File: src/rtl/state_machine.sv
// -----------------------------------------------------------------------------
// state_machine
//   Three independent sensor-to-buzzer alarm channels.  Each channel debounces
//   its sensor (DEBOUNCE consecutive high samples arm the alarm), drives a
//   square-wave buzzer while alarmed (half-period HALFn cycles), and keeps
//   sounding through a cooldown window of COOLDOWN low samples before
//   returning to idle.  A high sample during cooldown resumes the alarm
//   without re-debouncing and without restarting the buzzer waveform.
//
// Parameters
//   DEBOUNCE  consecutive high samples needed to raise an alarm   (1-15)
//   COOLDOWN  cycles spent in cooldown before an alarm stops       (1-15)
//   HALF1..3  buzzer half-period in cycles for channels 1..3        (1-15)
//
// Ports
//   clk                 rising-edge clock for all state
//   reset               asynchronous, active-high reset
//   sensor1..sensor3    synchronous sensor levels (already in clk domain)
//   buzzer1..buzzer3    registered buzzer drive, one per channel
// -----------------------------------------------------------------------------
module state_machine #(
  parameter int DEBOUNCE = 3,
  parameter int COOLDOWN = 4,
  parameter int HALF1    = 1,
  parameter int HALF2    = 2,
  parameter int HALF3    = 4
) (
  input  logic clk,
  input  logic reset,
  input  logic sensor1,
  input  logic sensor2,
  input  logic sensor3,
  output logic buzzer1,
  output logic buzzer2,
  output logic buzzer3
);

  typedef enum logic [1:0] {
    ST_IDLE     = 2'd0,
    ST_ARM      = 2'd1,
    ST_ALARM    = 2'd2,
    ST_COOLDOWN = 2'd3
  } state_t;

  // Count value held in ARM just before the arming sample arrives.
  localparam logic [3:0] DEB_LAST = 4'(DEBOUNCE - 1);
  // Number of cooldown cycles; the low sample that finds the count already
  // at this value is the one that ends the alarm, so the channel spends
  // exactly COOLDOWN cycles in cooldown.
  localparam logic [3:0] COOL_N   = 4'(COOLDOWN);

  logic [2:0] sensor_vec;
  logic [2:0] buzzer_vec;

  assign sensor_vec = {sensor3, sensor2, sensor1};
  assign buzzer1    = buzzer_vec[0];
  assign buzzer2    = buzzer_vec[1];
  assign buzzer3    = buzzer_vec[2];

  for (genvar gi = 0; gi < 3; gi++) begin : g_chan
    // Phase value at which the buzzer flips for this channel.
    localparam logic [3:0] PHASE_LAST =
      4'(((gi == 0) ? HALF1 : (gi == 1) ? HALF2 : HALF3) - 1);

    state_t     state_reg;
    logic [3:0] count_reg;
    logic [3:0] phase_reg;
    logic       buzzer_reg;

    logic       sensor;
    logic       phase_wrap;
    logic [3:0] phase_next;
    logic       buzzer_next;
    logic [3:0] count_next;

    assign sensor = sensor_vec[gi];

    // Free-running buzzer waveform used in both ALARM and COOLDOWN so the
    // pattern never restarts when the channel moves between those states.
    assign phase_wrap  = (phase_reg >= PHASE_LAST);
    assign phase_next  = phase_wrap ? 4'd0 : phase_reg + 4'd1;
    assign buzzer_next = phase_wrap ? ~buzzer_reg : buzzer_reg;

    // Event counter saturates rather than wrapping.
    assign count_next  = (count_reg == 4'hF) ? count_reg : count_reg + 4'd1;

    always_ff @(posedge clk or posedge reset) begin
      if (reset) begin
        state_reg  <= ST_IDLE;
        count_reg  <= 4'd0;
        phase_reg  <= 4'd0;
        buzzer_reg <= 1'b0;
      end else begin
        case (state_reg)
          ST_IDLE: begin
            if (sensor) begin
              if (DEBOUNCE <= 1) begin
                // Single-sample debounce: alarm straight away.
                state_reg  <= ST_ALARM;
                count_reg  <= 4'd0;
                phase_reg  <= 4'd0;
                buzzer_reg <= 1'b1;
              end else begin
                state_reg  <= ST_ARM;
                count_reg  <= 4'd1;
              end
            end
          end

          ST_ARM: begin
            if (!sensor) begin
              state_reg <= ST_IDLE;
              count_reg <= 4'd0;
            end else if (count_reg >= DEB_LAST) begin
              // This sample is the DEBOUNCE-th consecutive high one.
              state_reg  <= ST_ALARM;
              count_reg  <= 4'd0;
              phase_reg  <= 4'd0;
              buzzer_reg <= 1'b1;
            end else begin
              count_reg <= count_next;
            end
          end

          ST_ALARM: begin
            phase_reg  <= phase_next;
            buzzer_reg <= buzzer_next;
            if (!sensor) begin
              state_reg <= ST_COOLDOWN;
              count_reg <= 4'd1;
            end
          end

          ST_COOLDOWN: begin
            if (sensor) begin
              // Resume alarm; waveform carries on untouched.
              state_reg  <= ST_ALARM;
              count_reg  <= 4'd0;
              phase_reg  <= phase_next;
              buzzer_reg <= buzzer_next;
            end else if (count_reg >= COOL_N) begin
              state_reg  <= ST_IDLE;
              count_reg  <= 4'd0;
              phase_reg  <= 4'd0;
              buzzer_reg <= 1'b0;
            end else begin
              count_reg  <= count_next;
              phase_reg  <= phase_next;
              buzzer_reg <= buzzer_next;
            end
          end

          default: begin
            state_reg  <= ST_IDLE;
            count_reg  <= 4'd0;
            phase_reg  <= 4'd0;
            buzzer_reg <= 1'b0;
          end
        endcase
      end
    end

    assign buzzer_vec[gi] = buzzer_reg;
  end

endmodule

File: config.mk
export PLATFORM = sky130hd
export DESIGN_NAME = state_machine
export DESIGN_NICKNAME = d
export VERILOG_FILES = /design/src/rtl/state_machine.sv
export SDC_FILE = /design/constraint.sdc
export NUM_CORES = 1
export LEC_CHECK = 0
export ABC_CLOCK_PERIOD_IN_PS = 1520
export CAP_MARGIN = 10
export CORE_MARGIN = 2
export CORE_UTILIZATION = 53
export DETAILED_ROUTE_END_ITERATION = 8
export GPL_TIMING_DRIVEN = 0
export PLACE_DENSITY = 0.74
export SYNTH_ARGS = -nofsm -noshare
export SYNTH_HDL_FRONTEND = slang
export SYNTH_SLANG_ARGS = --single-unit
File: constraint.sdc
create_clock -name clk -period 1.52 [get_ports clk]
set_input_delay 0.228 -clock clk [delete_from_list [all_inputs] [get_ports clk]]
set_output_delay 0.228 -clock clk [all_outputs]
set_load 0.01 [all_outputs]
=== Yosys cells after proc, flatten, opt, wreduce, memory -nomap -nowiden ===
Cells that the tools add are included.

* Register bits: 33
* Input port bits: 5
* Output and inout port bits: 3
* Logic and storage cells: 156

* $add $sub $neg: 6
* Magnitude comparators: 9
* Equal/unequal tests: 30
* Muxes and demuxes: 81
* Bitwise operators: 3
* Reduce and logical (&&, ||, !) cells: 15

{| class="wikitable"
|+ Operators with widths
! kind !! count
|-
| 4-bit 2-to-1 mux || 36
|-
| 4-bit case mux with 4 select lines || 3
|-
| 2-bit 2-to-1 mux || 18
|-
| 4-bit case mux with 3 select lines || 3
|-
| 4-bit by 1-bit adder with 4-bit output, second input constant || 6
|-
| 2-bit != test, second input constant || 12
|-
| 2-bit case mux with 4 select lines || 3
|-
| 3-bit != test, second input constant || 6
|-
| 4-bit by 2-bit >= comparator with 1-bit output, second input constant || 4
|-
| 1-bit 2-to-1 mux || 15
|-
| 2-bit == test, second input constant || 6
|-
| 4-bit == test, second input constant || 3
|-
| 4-bit by 3-bit >= comparator with 1-bit output, second input constant || 3
|-
| 4-bit AND reduction || 3
|-
| 1-bit case mux with 3 select lines || 3
|-
| 3-bit AND reduction || 3
|-
| 3-bit nonzero test || 3
|-
| 4-bit by 1-bit >= comparator with 1-bit output, second input constant || 2
|-
| 2-bit by 1-bit == test with 1-bit output, second input constant || 3
|-
| 2-bit zero test || 3
|-
| 2-bit AND reduction || 3
|-
| 1-bit NOT || 3
|}

=== Logic depth before layout (Yosys ltp) ===
Gate-level depths: netlist of run 1.

* Depth in word-level cells: 5
* Mapped depth: 5

=== Worst setup path after synthesis of run 1 ===
Ideal clock, no wire load.

* Path kind: flip-flop to flip-flop
* Start point: reg g_chan[1].count_reg[1]
* End point: reg g_chan[1].phase_reg[1]
* Setup time: 0.101 ns
* Arrival time: 1.409 ns
* Slack: 0.010 ns
* Cell stages (with the launch flop): 5
* Period minus slack after synthesis: 1.510 ns
* Cells stage by stage: dfrtp_1 -> ha_1 -> or4_4 -> and3_4 -> o32ai_1

* Longest elaborated chain between the ends: 4
* Elaborated cells on any way between the ends: 7

{| class="wikitable"
|+ RTL lines
! what !! line !! RTL
|-
| start: declaration || 66 || <nowiki>logic [3:0] count_reg;</nowiki>
|-
| start signal: assignment || 121 || <nowiki>count_reg <= count_next;</nowiki>
|-
| start signal: assignment || 147 || <nowiki>count_reg <= count_next;</nowiki>
|-
| 4-bit by 3-bit >= comparator with 1-bit output || 141 || <nowiki>end else if (count_reg >= COOL_N) begin</nowiki>
|-
| 4-bit 2-to-1 mux || 141 ||
|-
| 4-bit 2-to-1 mux || 135 || <nowiki>if (sensor) begin</nowiki>
|-
| 4-bit case mux with 3 select lines || 94 || <nowiki>case (state_reg)</nowiki>
|-
| end signal: assignment || 126 || <nowiki>phase_reg <= phase_next;</nowiki>
|-
| end signal: assignment || 139 || <nowiki>phase_reg <= phase_next;</nowiki>
|-
| end signal: assignment || 148 || <nowiki>phase_reg <= phase_next;</nowiki>
|-
| end: declaration || 67 || <nowiki>logic [3:0] phase_reg;</nowiki>
|}

Parallel ways exist; a longest one is shown, timed or not.
A chain may end at the register's enable or synchronous reset.

=== Worst setup path in the final report of run 1 ===
Ends and elaborated chain as after synthesis.

==> results of run 1 <==
power breakdown:
group	switching [mW]	internal (mW)	total, mW
clock network	0.262	0.184	0.446
registers	0.286	1.03	1.31
logic	0.874	0.902	1.78
timing repair:
action | 4_1_cts | 5_1_grt
buffers inserted | 7 | 3
setup endpoints to repair | 10 | 17
pin swaps | 0 | 3
gates resized for setup | 8 | 15
stage by stage:
step / cell area, um2 / hold WS [ps] / setup WS [ps] / TNS [ps] / util [%]
after floorplan: 1540 / 306 / 9.93 / 0 / -
after global placement: 1630 / 476 / -100 / -2110 / 59.0
after detailed placement: 1630 / 498 / -152 / -2380 / 59.0
after CTS: 1780 / 249 / -23.7 / -61.9 / 64.4
after global routing: 1900 / 197 / -112 / -482 / 68.8
final: 1900 / 186 / -67.0 / -208 / 68.8
path summary, 6_finish.rpt:
check,from,end,slack [ps]
hold reg to reg,g_chan[2].phase_reg[2]$_DFFE_PP0P_,g_chan[2].phase_reg[2]$_DFFE_PP0P_,510
setup / recovery,g_chan[1].count_reg[1]$_DFFE_PP0P_,g_chan[1].phase_reg[1]$_DFFE_PP0P_,-70
setup reg to reg,g_chan[1].count_reg[1]$_DFFE_PP0P_,g_chan[1].phase_reg[1]$_DFFE_PP0P_,-70
hold / removal,reset,g_chan[1].phase_reg[1]$_DFFE_PP0P_,190
max in group asynchronous,reset,g_chan[1].count_reg[1]$_DFFE_PP0P_,880
min in group clk,sensor1,g_chan[0].state_reg[0]$_DFFE_PP0P_,270
cell usage after synthesis, types with 2 or more instances:
cell	n
a22o_1	2
a32o_1	2
a21oi_1	4
nor2b_1	4
nor3_1	3
o2111ai_1	3
a221oi_1	2
nor4b_1	3
mux2i_1	2
nand2_1	10
o211ai_1	3
nor2_1	14
dfrtp_1	29
ha_1	10
o32ai_1	2
o2bb2ai_1	3
a32oi_1	2
inv_1	10
o21ai_0	8
a31oi_1	2
or4_4	2
buf_2	2
xor2_1	3
clkbuf_1	4
a22oi_1	2
and2_1	5
cell usage in the layout (no fill, tap or decap), types with 2 or more instances in the layout:
| master | synthesis | final |
|---|---|---|
| and2_1 | 5 | 5 |
| a21oi_1 | 4 | 4 |
| mux2i_1 | 2 | 2 |
| clkbuf_1 | 4 | 6 |
| xor2_1 | 3 | 3 |
| a221oi_1 | 2 | 2 |
| o2111ai_1 | 3 | 3 |
| inv_1 | 10 | 9 |
| a22o_1 | 2 | 2 |
| buf_2 | 2 | 2 |
| or4_4 | 2 | 2 |
| a32oi_1 | 2 | 2 |
| nand2_1 | 10 | 10 |
| clkdlybuf4s50_1 | 0 | 4 |
| a31oi_4 | 0 | 2 |
| a32o_1 | 2 | 2 |
| dfrtp_1 | 29 | 28 |
| a22oi_1 | 2 | 2 |
| o21ai_0 | 8 | 7 |
| clkbuf_4 | 0 | 5 |
| o2bb2ai_1 | 3 | 2 |
| ha_1 | 10 | 8 |
| o211ai_1 | 3 | 3 |
| buf_6 | 0 | 2 |
| nor3_1 | 3 | 3 |
| nor2_1 | 14 | 14 |
| buf_4 | 0 | 8 |
| nor2b_1 | 4 | 4 |
| o32ai_2 | 0 | 2 |
worst max-delay path, delay by kind of cell, from the launching register on:
| kind | cells | cell delay (ps) |
|---|---|---|
| AO/OA/AOI/OAI | 1 | 200 |
| flip-flops | 1 | 450 |
| AND/OR/NAND/NOR | 2 | 710 |
| buffers and inverters | 1 | 130 |
routing by layer:
layer / vias to the layer above / part of all wire (%)
li1: 592 / -
met1: 593 / 43
met2: 23 / 51
met3: 12 / 3.0
met4: 0 / 3.4
met5: - / 0
cells by family after synthesis:
logic type / count (synthesis)
flip-flops: 29
multiplexers: 3
buffers and inverters: 16
adder cells (fa/ha/maj): 10
XOR/XNOR: 3
AO/OA/AOI/OAI: 42
AND/OR/NAND/NOR: 47
final cells by class:
class | instances | area, um2
Buffer | 5 | 21.3
Multi-Input combinational cell | 105 | 861
Timing Repair Buffer | 16 | 163
Fill cell | 199 | 861
Sequential cell | 29 | 727
Inverter | 10 | 37.5
Tap cell | 31 | 38.8
Clock buffer | 8 | 48.8
==> summary.txt, run 1 <==
Timing
  • Worst Skew: 10.4 ps
  • Period Utilization, post-route: 104%
  • Fin. Hold Viols: 0
  • Max-slew violation count: 0
  • Fmax: 630 MHz
  • Final count of negative-setup-slack endpoints: 4
  • RSZ-0062 raised after global routing: yes
  • Worst Max-Slew Pin Slew: 522 ps
  • Setup ws final: -67.0 ps
  • Rel. slew slack: 64.9%
  • Period minus WS final: 1590 ps

Global routing
  • First-pass GRT wire length: about 5300 um
  • Gr usage total: 21.7%
  • Gr busiest metal: met2
  • Largest net degree at the start of global routing: 30
  • Grt ovf: 0
  • GR Layer Usage met1: 26.1%
  • Met3 Usage GRT: around 4.7%
  • Number of global-route vias before repair: 1206
  • GR Layer Usage met2: 34.9%
  • Initial antenna violation count: 0

Pwr
  • Max IR drop VDD: between 0.001 and 0.0015 V
  • Power Density: between 1500 and 2000 nW/um2
  • Overall Power: ~3.5 mW
  • Leak: 0.861 nW

Floorplanning
  • Row count: 19
  • Die Y: 57.9 um
  • Die Area: 3350 um2
  • Die X: 57.9 um
  • Core area: 2760 um2
  • Ports: 8
  • Initial core utilization: 55.8%

Status
  • Outcome: finished with violations
  • Failing checks: negative setup slack

Setup path
  • Crit Path Category: reg2reg
  • Crit path launch type: flip-flop
  • Slowest stage delay, CP: 490 ps
  • CP max FO: 3
  • Data arrival, critical path: 1830 ps
  • Crit-path cells: buf_6, or4_4, and3_4, o32ai_2
  • Crit end category: flip-flop
  • R2R cell count: 4
  • Req. time, crit path: 1760 ps
  • Slowest CP cell: or4_4

Finish
  • Share of cells above drive strength 1: 20.8%
  • Post-route insts no fill: 204
  • Area grow syn2layout: 23.3%
  • Nets: 187
  • ANT cells: 0

Synth
  • Synthesized area: approximately 1500 um2
  • Warnings, synthesis: 0
  • Adder-Cell Fraction of Synth Area: 8.13%
  • Ys flop type: dfrtp_1
  • Post-synthesis simple-gate area fraction: 16.9%
  • Largest family of logic cells by synthesized area: compound AO/OA/AOI/OAI gates
  • Syn Nets: 165
  • Area contributors post-synth: dfrtp_1 47%, ha_1 8.1%, nor2_1 3.4%, o21ai_0 2.6%, inv_1 2.4%
  • Top cell type's share of synthesized area: 47.2%
  • Cell variety after synth: 40
  • Avg Synthesized Cell Area: 10.3 um2
  • Post-synthesis compound-gate area fraction: 20.0%
  • Mapped Cells: 150
  • Post-synthesis sequential area ratio: 47.2%
  • Async SR Flop Fraction: 100%
  • Yosys reg bits: 29
  • Post-synth EDFFs: 0
  • Largest area contributor in the netlist: dfrtp_1
  • Mux contribution to synthesized area: 2.03%
  • Post-Synth XOR/XNOR Area: 1.71%

Clock network
  • CTS max path bufs: 2
  • CTS tree: yes
  • CTS clk-pin slew, worst paths: 90 ps
  • Worst-Skew Late Latency: 330 ps
  • Root buf cell: clkbuf_4
  • CTS sink cnt: 29
  • Hold_buf cts: 0
  • H-tree depth: 2
  • CTS buffer count: 5

Drt
  • Vias per inst: roughly 6.0
  • Post-route ant nets: 0
  • Final wirelength: ~3300 um
  • DR DRC count: 0
  • Starting DRT DRC Count: around 130
  • Routed len/inst: 16.0 um
  • Via Count: 1220
  • Router iterations before antenna repair: 4

Placed design
  • DP Cell Count: 186
  • GP Congestion: ~0.8
  • Hpwl dp: 1970 um
  • I/O Buffers: 5

Worst hold path
  • Min-delay worst type: in2async

Job
  • Max-cap violations: 0
Note: power is estimated with default switching activity, not from simulation.
==> run 2, diff against run 1 <==
- GPL_TIMING_DRIVEN: 0 -> unset
==> run 2 against run 1 <==
The flow still finishes with violations (negative setup slack). Global-route usage down 0.27 points. Core utilization up 1.7 points. Largest cell class unchanged. Cell area rose by 2.4%. Clock power up 5.8%. Sequential cell count did not move.
==> summary.txt, run 2 (synthesized netlist as in run 1, its figures left out) <==
Drt
  • Vias per inst: 5.86 (was 5.98)
  • Post-route ant nets: 0 (unchanged)
  • Router iterations before antenna repair: 4 (unchanged)
  • Via Count: 1231 (was 1220)
  • DR DRC count: 0 (unchanged)
  • Routed len/inst: 14.8 um (was 16.0 um)
  • Starting DRT DRC Count: 70 (was 126)
  • Final wirelength: 3110 um (was 3260 um)

Global routing
  • Grt ovf: 0 (unchanged)
  • First-pass GRT wire length: 5430 um (was 5330 um)
  • Number of global-route vias before repair: 1267 (was 1206)
  • Largest net degree at the start of global routing: 30 (unchanged)
  • Gr usage total: 21.5% (was 21.7%)
  • Initial antenna violation count: 0 (unchanged)

Setup path
  • Crit end category: flip-flop (unchanged)
  • CP max FO: 3 (unchanged)
  • Crit path launch type: flip-flop (unchanged)
  • Data arrival, critical path: 1750 ps (was 1830 ps)
  • Crit Path Category: reg2reg (unchanged)
  • R2R cell count: 4 (unchanged)
  • Req. time, crit path: 1740 ps (was 1760 ps)
  • Reg2reg start: g_chan[1].count_reg[1]$_DFFE_PP0P_ (unchanged)
  • FF-to-FF setup slack: -3 ps (was -70 ps)

Timing
  • Rel. slew slack: 69.3% (was 64.9%)
  • Setup ws final: -2.60 ps (was -67.0 ps)
  • Period Utilization, post-route: 100% (was 104%)
  • RSZ-0062 raised after global routing: yes (unchanged)
  • Fmax: 657 MHz (was 630 MHz)
  • Period minus WS final: 1520 ps (was 1590 ps)
  • Max-slew violation count: 0 (unchanged)
  • Fin. Hold Viols: 0 (unchanged)
  • Final count of negative-setup-slack endpoints: 1 (was 4)
  • Worst Skew: 14.8 ps (was 10.4 ps)
  • Worst Max-Slew Pin Slew: 456 ps (was 522 ps)

Clock network
  • Worst-Skew Late Latency: 330 ps (about the same)
  • CTS buffer count: 5 (unchanged)
  • CTS tree: yes (unchanged)
  • H-tree depth: 2 (unchanged)
  • CTS max path bufs: 2 (unchanged)
  • Hold_buf cts: 0 (unchanged)
  • CTS clk-pin slew, worst paths: 90 ps (about the same)
  • Root buf cell: clkbuf_4 (unchanged)
  • CTS sink cnt: 29 (unchanged)

Finish
  • Share of cells above drive strength 1: 25.1% (was 20.8%)
  • Post-route insts no fill: 210 (was 204)
  • Area grow syn2layout: 26.3% (was 23.3%)
  • Post-route core utilization: 70.5% (was 68.8%)
  • ANT cells: 0 (unchanged)
  • Commonest non-fill, non-tap cell in the layout: dfrtp_1 (unchanged)
  • Most frequent cells in the layout: 29 x dfrtp_1, 19 x buf_4, 14 x nor2_1 (was 28 x dfrtp_1, 14 x nor2_1, 10 x nand2_1)
  • Nets: 194 (was 187)

Floorplanning
  • Ports: 8 (unchanged)
  • Row count: 19 (unchanged)
  • Die X: 57.9 um (unchanged)
  • Die Y: 57.9 um (unchanged)
  • Die Area: 3350 um2 (unchanged)
  • Core area: 2760 um2 (unchanged)
  • Initial core utilization: 55.8% (unchanged)

Placed design
  • DP Cell Count: 200 (was 186)
  • GP Congestion: 0.924 (was 0.810)
  • I/O Buffers: 7 (was 5)
  • Hpwl dp: 2110 um (was 1970 um)

Pwr
  • Max IR drop VDD: 0.00114 V (was 0.00115 V)
  • Leak: 0.920 nW (was 0.861 nW)
  • Power Density: 1830 nW/um2 (was 1860 nW/um2)

Status
  • Failing checks: negative setup slack (unchanged)
  • Outcome: finished with violations (unchanged)

Job
  • Max-cap violations: 0 (unchanged)

Worst hold path
  • Min-delay worst type: in2async (unchanged)
==> run 2: cell types whose count changed in the layout (fill, tap and decap cells not counted), sizes merged <==
cell | before | now
buf | 13 | 21
clkbuf | 11 | 7
clkdlybuf4s50 | 4 | 5
dlymetal6s2s | 1 | 2
==> run 2: repair_timing <==
item,CTS,global route
endpoints found under the setup margin,9,17
gates cloned,0,0
gates resized for setup,7,15
pin swaps,1,2
setup buffers,3,0
==> run 2: final cells by class <==
type                    count  area (um2)
clock buffers               7        55.1
fillers                   207         815
inverters                  10        37.5
multi-input cells         105         846
flip-flops and latches     29         726
well taps                  31        38.8
repair buffers             28         240
==> run 2: worst max path at each step <==
stage | startpoint | end | slack, ps | depth (start not counted)
floorplan | g_chan[1].count_reg[1]$_DFFE_PP0P_ | g_chan[1].phase_reg[1]$_DFFE_PP0P_ | 10 | 4
global placement | sensor3 | g_chan[2].count_reg[0]$_DFFE_PP0P_ | -30 | 4
detailed placement | g_chan[2].count_reg[1]$_DFFE_PP0P_ | g_chan[2].phase_reg[0]$_DFFE_PP0P_ | -60 | 4
CTS | g_chan[1].count_reg[0]$_DFFE_PP0P_ | g_chan[1].phase_reg[2]$_DFFE_PP0P_ | -5 | 5
global route | g_chan[2].count_reg[0]$_DFFE_PP0P_ | buzzer3$_DFFE_PP0P_ | -60 | 6
finish | g_chan[1].count_reg[1]$_DFFE_PP0P_ | flip-flop | -3 | 4
==> run 2: through the flow <==
step / TNS [ps] / area [um2] / power (mW) / hold slack [ps] / worst slack [ps]
finish: -2.60 / 1940 / 3.56 / 264 / -2.60
global route: -183 / 1940 / 3.86 / 303 / -62.2
CTS: -7.55 / 1880 / 3.43 / 271 / -5.45
detailed placement: -272 / 1760 / 2.82 / 501 / -55.8
global placement: -53.2 / 1760 / 2.75 / 483 / -33.8
floorplan: 0 / 1540 / 2.26 / 306 / 9.93
==> run 2: where the power goes <==
part | switching [mW] | internal [mW] | total [mW]
Sequential | 0.315 | 1.02 | 1.34
Clock | 0.254 | 0.218 | 0.472
Combinational | 0.805 | 0.944 | 1.75
Total | 1.37 | 2.19 | 3.56
==> run 2: worst max-delay path, cell delays in order, from the launching register on <==
cell,delay [ps]
dfrtp_1,410
ha_2,180
or4_4,440
and3_4,220
a21o_2,180
==> run 2: per-layer routing <==
layer / track usage (%) / part of all wire (%)
met1: 25.8 / 45
met2: 35.4 / 50
met5: 0 / 0
met4: 9.30 / 1.3
met3: 6.92 / 4.0
==> run 3, diff against run 2 <==
- GPL_ROUTABILITY_DRIVEN: unset -> 0
==> run 3 against run 2 <==
The run still ends with negative setup slack left. Wire length increased by 1.8%. Cell area increased by 0.45%. Register-to-register slack got worse by 20 ps. Global-route usage increased by 0.85 points. First-iteration DRC count increased by 31%. Cell count increased by 1.4%. Critical path type unchanged. Highest routed layer unchanged.
==> summary.txt, run 3 (synthesized netlist as in run 1, its figures left out) <==
Finish
  • ANT cells: 0 (unchanged)
  • # fillers: 199 (was 207)
  • Share of cells above drive strength 1: 26.4% (was 25.1%)
  • Area grow syn2layout: 26.8% (was 26.3%)
  • Final Cell Area: 1950 um2 (was 1940 um2)
  • Nets: 197 (was 194)
  • Most frequent cells in the layout: 29 x dfrtp_1, 22 x buf_4, 14 x nor2_1 (was 29 x dfrtp_1, 19 x buf_4, 14 x nor2_1)
  • Post-route core utilization: 70.8% (was 70.5%)
  • Commonest non-fill, non-tap cell in the layout: dfrtp_1 (unchanged)

Setup path
  • Crit path launch type: flip-flop (unchanged)
  • Crit Path Category: reg2reg (unchanged)
  • Slowest CP cell: or4_4 (unchanged)
  • CP max FO: 3 (unchanged)
  • Data arrival, critical path: 1780 ps (was 1750 ps)
  • Worst path top cell family by delay: simple AND/OR/NAND/NOR gates (unchanged)
  • Slowest stage delay, CP: 440 ps (about the same)
  • Worst path bufs/invs: 0 (unchanged)
  • Req. time, crit path: 1750 ps (was 1740 ps)
  • Crit end category: flip-flop (unchanged)
  • Crit-path cells: ha_2, or4_4, and3_4, a21o_2 (unchanged)

Clock network
  • CTS buffer count: 5 (unchanged)
  • Root buf cell: clkbuf_4 (unchanged)
  • CTS tree: yes (unchanged)
  • CTS clk-pin slew, worst paths: 90 ps (about the same)
  • Worst-Skew Late Latency: 340 ps (was 330 ps)
  • H-tree depth: 2 (unchanged)
  • Hold_buf cts: 0 (unchanged)
  • CTS sink cnt: 29 (unchanged)
  • CTS max path bufs: 2 (unchanged)

Timing
  • Hold_ws: 252 ps (was 264 ps)
  • Fin. Hold Viols: 0 (unchanged)
  • Rel. slew slack: 69.6% (was 69.3%)
  • Worst Max-Slew Pin Slew: 452 ps (was 456 ps)
  • Period minus WS final: 1550 ps (was 1520 ps)
  • Final count of negative-setup-slack endpoints: 3 (was 1)
  • Period Utilization, post-route: 102% (was 100%)
  • Max-slew violation count: 0 (unchanged)
  • Setup ws final: -25.6 ps (was -2.60 ps)
  • Fmax: 647 MHz (was 657 MHz)
  • RSZ-0062 raised after global routing: yes (unchanged)
  • Worst Skew: 8.75 ps (was 14.8 ps)

Pwr
  • Sw Pwr: 1.40 mW (was 1.37 mW)
  • Comb pwr share: 49.9% (was 49.1%)
  • Clock network power share: 13.4% (was 13.3%)
  • Sw Share: 38.7% (was 38.6%)
  • Register share of total power: 36.7% (was 37.6%)
  • Int Power: 2.22 mW (was 2.19 mW)
  • Max IR drop VDD: 0.00122 V (was 0.00114 V)
  • Power Density: 1860 nW/um2 (was 1830 nW/um2)
  • Leak: 0.923 nW (was 0.920 nW)

Job
  • Max-cap violations: 0 (unchanged)

Placed design
  • DP Area: 1770 um2 (was 1760 um2)
  • I/O Buffers: 7 (unchanged)
  • Hpwl dp: 2100 um (was 2110 um)
  • Pre-CTS setup slack: -49.5 ps (was -55.8 ps)

Drt
  • Routed len/inst: 14.8 um (about the same)
  • Final wirelength: 3160 um (was 3110 um)
  • DR DRC count: 0 (unchanged)
  • Router iterations before antenna repair: 4 (unchanged)
  • Starting DRT DRC Count: 92 (was 70)
  • Post-route ant nets: 0 (unchanged)
  • Vias per inst: 5.85 (was 5.86)
  • Via Count: 1247 (was 1231)

Global routing
  • Largest net degree at the start of global routing: 30 (unchanged)
  • Number of global-route vias before repair: 1258 (was 1267)
  • Grt ovf: 0 (unchanged)
  • First-pass GRT wire length: 5640 um (was 5430 um)
  • Gr usage total: 22.3% (was 21.5%)
  • Initial antenna violation count: 0 (unchanged)

Worst hold path
  • Min-delay worst type: in2async (unchanged)

Floorplanning
  • Initial core utilization: 55.8% (unchanged)
  • Ports: 8 (unchanged)
  • Die Area: 3350 um2 (unchanged)
  • Die Y: 57.9 um (unchanged)
  • Die X: 57.9 um (unchanged)
  • Core area: 2760 um2 (unchanged)
  • Row count: 19 (unchanged)

Status
  • Outcome: finished with violations (unchanged)
  • Failing checks: negative setup slack (unchanged)
==> run 3: repair_timing <==
action                                  in CTS  in global routing
resized for setup                            7                 14
buffers inserted                             4                  1
pin swaps                                    0                  2
endpoints found under the setup margin      11                 16
==> run 3: routing by layer <==
layer	wire length [um]	vias up	GRT usage (%)
met5	0	-	0
met4	57	0	7.97
met3	115	8	6.70
met2	1530	23	36.0
met1	1460	606	28.5
li1	-	610	-
==> run 3: path summary, 6_finish.rpt <==
check / to / cells past startpoint / from / slack, ps
max reg2reg: flip-flop / 4 / g_chan[1].count_reg[1]$_DFFE_PP0P_ / -30
min reg2reg: g_chan[2].phase_reg[3]$_DFFE_PP0P_ / 1 / g_chan[2].phase_reg[3]$_DFFE_PP0P_ / 530
max in group asynchronous: g_chan[2].count_reg[0]$_DFFE_PP0P_ / 3 / reset / 990
max: flip-flop / 4 / g_chan[1].count_reg[1]$_DFFE_PP0P_ / -30
min: g_chan[2].phase_reg[3]$_DFFE_PP0P_ / 3 / reset / 250
min in group clk: g_chan[2].phase_reg[3]$_DFFE_PP0P_ / 1 / g_chan[2].phase_reg[3]$_DFFE_PP0P_ / 530
==> run 3: worst register-to-register path, delay by kind of cell, from the launching register on <==
kind | cells | cell delay, ps
simple gates | 2 | 660
flops | 1 | 420
fa+ha+maj | 1 | 190
compound gates | 1 | 180
==> run 3: stage by stage <==
stage	TNS (ps)	cells	power [mW]
after floorplan	0	150	2.26
after global placement	-27.8	201	2.74
after detailed placement	-258	201	2.82
after CTS	-0.113	212	3.44
after global routing	-346	213	3.94
final	-68.5	213	3.62
==> run 3: final cells by class <==
class	instances	area (um2)	area share, %
Multi-Input combinational cell	105	832	42.6
Sequential cell	29	726	37.2
Timing Repair Buffer	31	263	13.5
Clock buffer	7	55.1	2.82
Tap cell	31	38.8	1.99
Inverter	10	37.5	1.92
==> run 3: power by group through the flow <==
stage / clock network [mW] / logic [mW] / registers [mW]
floorplan: 0 / 1.02 / 1.24
global placement: 0 / 1.44 / 1.30
detailed placement: 0 / 1.50 / 1.32
CTS: 0.492 / 1.64 / 1.31
global route: 0.538 / 2.02 / 1.38
finish: 0.487 / 1.81 / 1.33
